$ cat src/rtl/main_control_fsm.sv
// main_control_fsm
//
// Multi-cycle main control unit for the MIPS datapath. It steps each
// instruction through fetch, decode, execute, memory and write-back. It
// drives every datapath enable and mux select, and it is the issuing side
// of the ALUOp interface that the ALU control decoder consumes. Memory
// accesses stall on the mem_ready handshake.
//
// Ports:
//   clk            rising-edge clock
//   rst_n          asynchronous active-low reset
//   opcode[3:0]    instruction-register opcode, stable from DECODE to next FETCH
//   mem_ready      memory completed the current access this cycle
//   pc_write, pc_write_cond, ir_write, reg_write   register enables
//   mem_read, mem_write, i_or_d                    memory control (i_or_d=1: ALU-out address)
//   mem_to_reg, reg_dst, alu_src_a                 mux selects
//   alu_src_b[1:0] 00 reg B, 01 const 1, 10 imm, 11 imm (branch offset)
//   pc_source[1:0] 00 ALU result, 01 ALU-out register, 10 jump target
//   alu_op[1:0]    00 R-type, 01 subtract, 10 slt, 11 add
//   illegal        sticky flag, set when an undefined opcode is decoded
//   state[3:0]     current state encoding, for debug

module main_control_fsm (
    input  logic       clk,
    input  logic       rst_n,
    input  logic [3:0] opcode,
    input  logic       mem_ready,
    output logic       pc_write,
    output logic       pc_write_cond,
    output logic       ir_write,
    output logic       reg_write,
    output logic       mem_read,
    output logic       mem_write,
    output logic       i_or_d,
    output logic       mem_to_reg,
    output logic       reg_dst,
    output logic       alu_src_a,
    output logic [1:0] alu_src_b,
    output logic [1:0] pc_source,
    output logic [1:0] alu_op,
    output logic       illegal,
    output logic [3:0] state
);

    localparam logic [3:0] OP_RTYPE = 4'd0;
    localparam logic [3:0] OP_ADDI  = 4'd1;
    localparam logic [3:0] OP_SLTI  = 4'd2;
    localparam logic [3:0] OP_LW    = 4'd3;
    localparam logic [3:0] OP_SW    = 4'd4;
    localparam logic [3:0] OP_BEQ   = 4'd5;
    localparam logic [3:0] OP_J     = 4'd6;

    typedef enum logic [3:0] {
        S_IDLE      = 4'd0,
        S_FETCH     = 4'd1,
        S_DECODE    = 4'd2,
        S_MEM_ADDR  = 4'd3,
        S_MEM_READ  = 4'd4,
        S_MEM_WB    = 4'd5,
        S_MEM_WRITE = 4'd6,
        S_EXECUTE   = 4'd7,
        S_R_WB      = 4'd8,
        S_IMM_EXEC  = 4'd9,
        S_IMM_WB    = 4'd10,
        S_BRANCH    = 4'd11,
        S_JUMP      = 4'd12
    } state_t;

    state_t cur_state;
    state_t nxt_state;
    logic   opcode_illegal;

    // Opcodes 0111 through 1111 are undefined.
    assign opcode_illegal = (opcode > OP_J);
    assign state          = cur_state;

    // State register. Reset drops straight to IDLE, so every output decodes
    // to zero as soon as rst_n falls.
    always_ff @(posedge clk or negedge rst_n) begin
        if (!rst_n) begin
            cur_state <= S_IDLE;
        end else begin
            cur_state <= nxt_state;
        end
    end

    // Sticky illegal-opcode flag. It is set on leaving DECODE with an
    // undefined opcode and is cleared only by reset.
    always_ff @(posedge clk or negedge rst_n) begin
        if (!rst_n) begin
            illegal <= 1'b0;
        end else if (cur_state == S_DECODE && opcode_illegal) begin
            illegal <= 1'b1;
        end
    end

    // Next-state logic. The memory states hold until mem_ready is seen.
    // Unused encodings recover to FETCH.
    always_comb begin
        nxt_state = S_FETCH;
        case (cur_state)
            S_IDLE:      nxt_state = S_FETCH;
            S_FETCH:     nxt_state = mem_ready ? S_DECODE : S_FETCH;
            S_DECODE: begin
                case (opcode)
                    OP_LW, OP_SW:     nxt_state = S_MEM_ADDR;
                    OP_RTYPE:         nxt_state = S_EXECUTE;
                    OP_ADDI, OP_SLTI: nxt_state = S_IMM_EXEC;
                    OP_BEQ:           nxt_state = S_BRANCH;
                    OP_J:             nxt_state = S_JUMP;
                    default:          nxt_state = S_FETCH;
                endcase
            end
            S_MEM_ADDR: begin
                if (opcode == OP_LW) begin
                    nxt_state = S_MEM_READ;
                end else if (opcode == OP_SW) begin
                    nxt_state = S_MEM_WRITE;
                end else begin
                    nxt_state = S_FETCH;
                end
            end
            S_MEM_READ:  nxt_state = mem_ready ? S_MEM_WB : S_MEM_READ;
            S_MEM_WB:    nxt_state = S_FETCH;
            S_MEM_WRITE: nxt_state = mem_ready ? S_FETCH : S_MEM_WRITE;
            S_EXECUTE:   nxt_state = S_R_WB;
            S_R_WB:      nxt_state = S_FETCH;
            S_IMM_EXEC:  nxt_state = S_IMM_WB;
            S_IMM_WB:    nxt_state = S_FETCH;
            S_BRANCH:    nxt_state = S_FETCH;
            S_JUMP:      nxt_state = S_FETCH;
            default:     nxt_state = S_FETCH;
        endcase
    end

    // Output decode. Every output defaults to 0. In FETCH, the IR and PC
    // write strobes follow mem_ready, so a stalled fetch does not write.
    always_comb begin
        pc_write      = 1'b0;
        pc_write_cond = 1'b0;
        ir_write      = 1'b0;
        reg_write     = 1'b0;
        mem_read      = 1'b0;
        mem_write     = 1'b0;
        i_or_d        = 1'b0;
        mem_to_reg    = 1'b0;
        reg_dst       = 1'b0;
        alu_src_a     = 1'b0;
        alu_src_b     = 2'b00;
        pc_source     = 2'b00;
        alu_op        = 2'b00;
        case (cur_state)
            S_FETCH: begin
                mem_read  = 1'b1;
                alu_src_b = 2'b01;
                alu_op    = 2'b11;
                ir_write  = mem_ready;
                pc_write  = mem_ready;
            end
            S_DECODE: begin
                alu_src_b = 2'b11;
                alu_op    = 2'b11;
            end
            S_MEM_ADDR: begin
                alu_src_a = 1'b1;
                alu_src_b = 2'b10;
                alu_op    = 2'b11;
            end
            S_MEM_READ: begin
                mem_read = 1'b1;
                i_or_d   = 1'b1;
            end
            S_MEM_WB: begin
                reg_write  = 1'b1;
                mem_to_reg = 1'b1;
            end
            S_MEM_WRITE: begin
                mem_write = 1'b1;
                i_or_d    = 1'b1;
            end
            S_EXECUTE: begin
                alu_src_a = 1'b1;
            end
            S_R_WB: begin
                reg_write = 1'b1;
                reg_dst   = 1'b1;
            end
            S_IMM_EXEC: begin
                alu_src_a = 1'b1;
                alu_src_b = 2'b10;
                alu_op    = (opcode == OP_SLTI) ? 2'b10 : 2'b11;
            end
            S_IMM_WB: begin
                reg_write = 1'b1;
            end
            S_BRANCH: begin
                alu_src_a     = 1'b1;
                alu_op        = 2'b01;
                pc_write_cond = 1'b1;
                pc_source     = 2'b01;
            end
            S_JUMP: begin
                pc_write  = 1'b1;
                pc_source = 2'b10;
            end
            default: begin
            end
        endcase
    end

endmodule

$ cat config.mk
export PLATFORM = sky130hd
export DESIGN_NAME = main_control_fsm
export DESIGN_NICKNAME = d
export VERILOG_FILES = /design/src/rtl/main_control_fsm.sv
export SDC_FILE = /design/constraint.sdc
export NUM_CORES = 1
export LEC_CHECK = 0
export BUFFER_PORTS_ARGS = -buffer_cell sky130_fd_sc_hd__buf_4
export CORE_AREA = 2 2 42 44
export CTS_CLUSTER_DIAMETER = 200
export DETAILED_ROUTE_END_ITERATION = 6
export DIE_AREA = 0 0 44 46
export GPL_ROUTABILITY_DRIVEN = 0
export GPL_TIMING_DRIVEN = 1
export PLACE_DENSITY = 0.69
export SLEW_MARGIN = 10
export SYNTH_ARGS = -nofsm -noshare
export SYNTH_HDL_FRONTEND = slang
export SYNTH_SLANG_ARGS = --single-unit
$ cat constraint.sdc
create_clock -name clk -period 1.27 [get_ports clk]
set_input_delay 0.254 -clock clk [delete_from_list [all_inputs] [get_ports clk]]
set_output_delay 0.254 -clock clk [all_outputs]
set_load 0.1 [all_outputs]
==> results of run 1 <==
==> stage by stage <==
stage	util [%]	setup WS [ns]
4_1_cts	95.7	-0.465
3_5_place_dp	70.9	-0.279
3_3_place_gp	70.9	-0.276
2_1_floorplan	-	-0.831
==> repair_timing <==
item	in CTS
pin swaps	11
setup endpoints to repair	23
resized for setup	76
hold buffers	1
endpoints found under the hold margin	5
buffers inserted	7
==> Yosys cell counts (2+ instances only) <==
cell type,n
nor2_1,10
a31oi_1,2
buf_6,4
nand2_1,7
a22o_1,2
o21ai_0,3
o31ai_1,2
nor3_2,2
o22ai_1,2
buf_4,2
nor3_1,3
dfrtp_1,5
xnor2_1,3
mux2i_1,2
inv_1,2
nand2b_1,3
a21oi_1,2
buf_2,3
==> cells by family after synthesis <==
group | synth area share [%]
AOI/OAI and AO/OA | 21.2
adders and majority gates | 1.95
xor gates and xnor gates | 4.55
buffers and inverters | 14.9
DFF | 21.6
and+or+nand+nor | 32.3
muxes | 3.46
==> summary.md, run 1 <==
| Metric | Value |
|---|---|
| Num rows | `15` |
| Synthesized cell area | `about 580 um2` |
| Synth Flop Type | `dfrtp_1` |
| Cells after synthesis | `75` |
| Area after DPL | `between 1000 and 1500 um2` |
| Die Wd | `44 um` |
| Asr flop ratio synth | `100%` |
| Syn_nets | `slightly above 80` |
| Clock H-tree levels | `1` |
| Yosys cell types | `34` |
| Max clock buf depth | `2` |
| Exit stage | `global routing` |
| Initial Util | `35.8%` |
| Syn_area_per_cell | `about 7.7 um2` |
| Syn. warnings | `0` |
| CTS sink cnt | `5` |
| Post-synthesis register bit count | `5` |
| Error | `[ERROR DPL-0038] Utilization greater than 100%, impossible to legalize` |
| Largest net degree at the start of global routing | `11` |
| Root Driver | `clkbuf_4` |
| Share of the synthesized area in the top cell type | `around 22%` |
| TritonCTS buffer count | `3` |
| WEP type | `primary output` |
| Worst setup endpoint GRT | `pc_write` |
| Post-Place Cells | `between 100 and 150` |
| Register area share after synthesis | `between 20% and 30%` |
| HPWL Detailed | `around 1500 um` |
| Yosys top cell by area | `dfrtp_1` |
| I/O Buffers | `27` |
| Post-synth EDFFs | `0` |
| Dominant cells by area after synthesis | `dfrtp_1 22%, buf_6 7.8%, nor2_1 6.5%, nand2_1 4.5%, xnor2_1 4.5%` |
| Io pins | `28` |
| Outcome | `aborted with a tool error` |
| Die height | `between 40 and 50 um` |
==> inputs of run 2 (changes only) <==
CORE_AREA = 2 2 63 65   (was 2 2 42 44)
CTS_CLUSTER_DIAMETER = default   (was 200)
DIE_AREA = 0 0 65 67   (was 0 0 44 46)
PLACE_DENSITY = default   (was 0.69)
PLACE_DENSITY_LB_ADDON = 0.15   (was default)
clock period = 1.7 ns   (was 1.27 ns; I/O delays follow)
==> run 2 against run 1 <==
The flow now finishes, with violations (setup timing). Area after synthesis unchanged. Synthesized cell count unchanged.
==> summary.md, run 2 <==
| Metric | Value |
|---|---|
| Outcome | `finished with violations` |
| Failing checks | `setup timing` |
| Io pins | `28` |
| RSZ-0062 raised after global routing | `true` |
| Largest net degree at the start of global routing | `11` |
| Period utilization | `106%` |
| Final hold vios | `0` |
| CP endpoint | `pc_write` |
| Syn. warnings | `0` |
| Most common cell in the netlist | `nor2_1` |
| Die height | `around 67 um` |
| CTS sink cnt | `5` |
| Total Wirelength | `~2100 um` |
| Pre-Repair DR Iteration Count | `4` |
| Grt total ovfl | `0` |
| Setup Skew | `between 0.002 and 0.003 ns` |
| Syn_area_per_cell | `~7.7 um2` |
| Post-Place Cells | `between 150 and 200` |
| Clk slew on worst S/H paths | `around 0.040 ns` |
| Max reg flops | `4` |
| Area grow syn2layout | `156%` |
| Initial drt markers | `15` |
| Most common cell after layout, fill and taps aside | `buf_4` |
| Clk_lat worst skew | `around 0.22 ns` |
| Worst flop-to-flop path startpoint | `state[3]` |
| Slack of the critical path | `-0.104 ns` |
| Global Route Usage Sum | `between 10% and 20%` |
| TritonCTS buffer count | `3` |
| I/O Buffers | `27` |
| Yosys cell types | `34` |
| CP endpoint kind | `primary output` |
| Number of remaining DRC errors | `0` |
| Final Util | `between 40% and 50%` |
| R2r setup slk | `roughly 0.12 ns` |
| Die Wd | `65 um` |
| Hold Crit Class | `in2reg` |
| Register area share after synthesis | `21.6%` |
| Total number of vias | `about 740` |
| Leading post-synthesis cells by instance count | `10 x nor2_1, 7 x nand2_1, 5 x dfrtp_1, 4 x buf_6` |
| HPWL Detailed | `between 1500 and 2000 um` |
| Num rows | `22` |
| Post-synthesis register bit count | `5` |
| Asr flop ratio synth | `100%` |
| Max Clk Rate | `around 550 MHz` |
| Share of the synthesized area in the top cell type | `a little over a fifth` |
| CTS tree | `done` |
| Crit path launch type | `register` |
| Most frequent cells in the layout | `34 x buf_4, 14 x buf_12, 8 x buf_6, 6 x nor2_1, 6 x nand2_1` |
| Clock H-tree levels | `1` |
| Via/cell ratio | `4.22` |
| Wire length per cell | `12.0 um` |
| DRT antenna net count | `0` |
| Crit path max fanout | `6` |
| Worst-Margin Slew | `0.283 ns` |
| Fin crit period | `around 1.8 ns` |
| Root Driver | `clkbuf_8` |
| Final hold slack | `roughly 0.35 ns` |
| Antenna violations before repair | `0` |
| Syn_nets | `82` |
| Max-slew violation count | `0` |
| Core Area | `3610 um2` |
| Dominant cells by area after synthesis | `dfrtp_1 22%, buf_6 7.8%, nor2_1 6.5%, nand2_1 4.5%, xnor2_1 4.5%` |
| Initial Util | `between 15 and 20%` |
| Worst Path Class, Setup | `reg2out` |
| # diodes | `0` |
| Worst relative slew slack | `between 80% and 90%` |
| Reg2reg path depth | `6` |
| Post-synth EDFFs | `0` |
| Worst EP arrival | `~1.5 ns` |
| Die area | `~4400 um2` |
| Total of max-cap violations | `0` |
| First-pass GRT wire length | `3350 um` |
| Fin nets | `around 140` |
| Synth Flop Type | `dfrtp_1` |
| Cells after synthesis | `75` |
| Layout cells sized above 1 | `73.4%` |
| Final setup violation count | `11` |
| Number of global-route vias before repair | `~700` |
| Non-Filler Instances | `176` |
| Worst EP required | `~1.4 ns` |
| Critical R2R Capture | `state[0]` |
| Synthesized cell area | `roughly 580 um2` |
| CP Launch Point | `state[0]` |
| Max clock buf depth | `2` |
| Yosys top cell by area | `dfrtp_1` |
-- run 2: layer usage --
metal	wire length, um	global-route usage, %
met5	0	0
met4	39	5.59
met3	76	0.845
met2	1100	16.8
met1	898	13.2
-- run 2: worst min-delay path by stage --
| stage | slack [ns] | from | end | cells past startpoint |
|---|---|---|---|---|
| final | 0.35 | opcode[3] | state[2] | 2 |
| after global placement | 0.15 | rst_n | illegal | 1 |
| after global routing | 0.35 | opcode[3] | state[2] | 2 |
| after CTS | 0.35 | opcode[3] | state[2] | 2 |
| after floorplan | 0.04 | rst_n | illegal | 0 |
| after detailed placement | 0.15 | rst_n | illegal | 1 |
-- run 2: worst max-delay path: stages (launching register included) --
cell,delay [ns]
dfrtp_4,0.52
nor2b_4,0.15
and3_4,0.15
or2_4,0.25
buf_12,0.16
-- run 2: cell families (layout without fill, tap and decap cells) --
group | Yosys count | in the layout | share of synthesized area, %
buffers and inverters | 12 | 65 | 14.9
muxes | 2 | 2 | 3.46
xor gates and xnor gates | 3 | 3 | 4.55
DFF | 5 | 5 | 21.6
AOI/OAI and AO/OA | 18 | 18 | 21.2
adders and majority gates | 1 | 1 | 1.95
and+or+nand+nor | 34 | 34 | 32.3
-- run 2: repair_timing --
item / in CTS / in global routing
setup buffers: 8 / 4
resized for setup: 51 / 7
endpoints found under the setup margin: 15 / 15
hold endpoints to repair: 5 / 0
hold buffers: 1 / 0
pin swaps: 6 / 6
-- run 2: metrics by stage --
stage	TNS [ns]	worst slack [ns]	area [um2]
floorplan	-4.83	-0.487	796
global placement	0	0.0364	1090
detailed placement	0	0.0338	1090
CTS	-0.727	-0.118	1410
global route	-1.05	-0.120	1480
finish	-0.570	-0.104	1480
-- run 2: layout make-up --
class                   count  area (um2)
clock buffers               4        45.0
fillers                   353        2120
inverters                   3        11.3
multi-input cells          58         576
flip-flops and latches      5         140
well taps                  48        60.1
repair buffers             58         651
Power of run 2 is left out: the tool's default activity adds up to more than one toggle a clock period on the data nets, which glitch-free logic cannot reach.
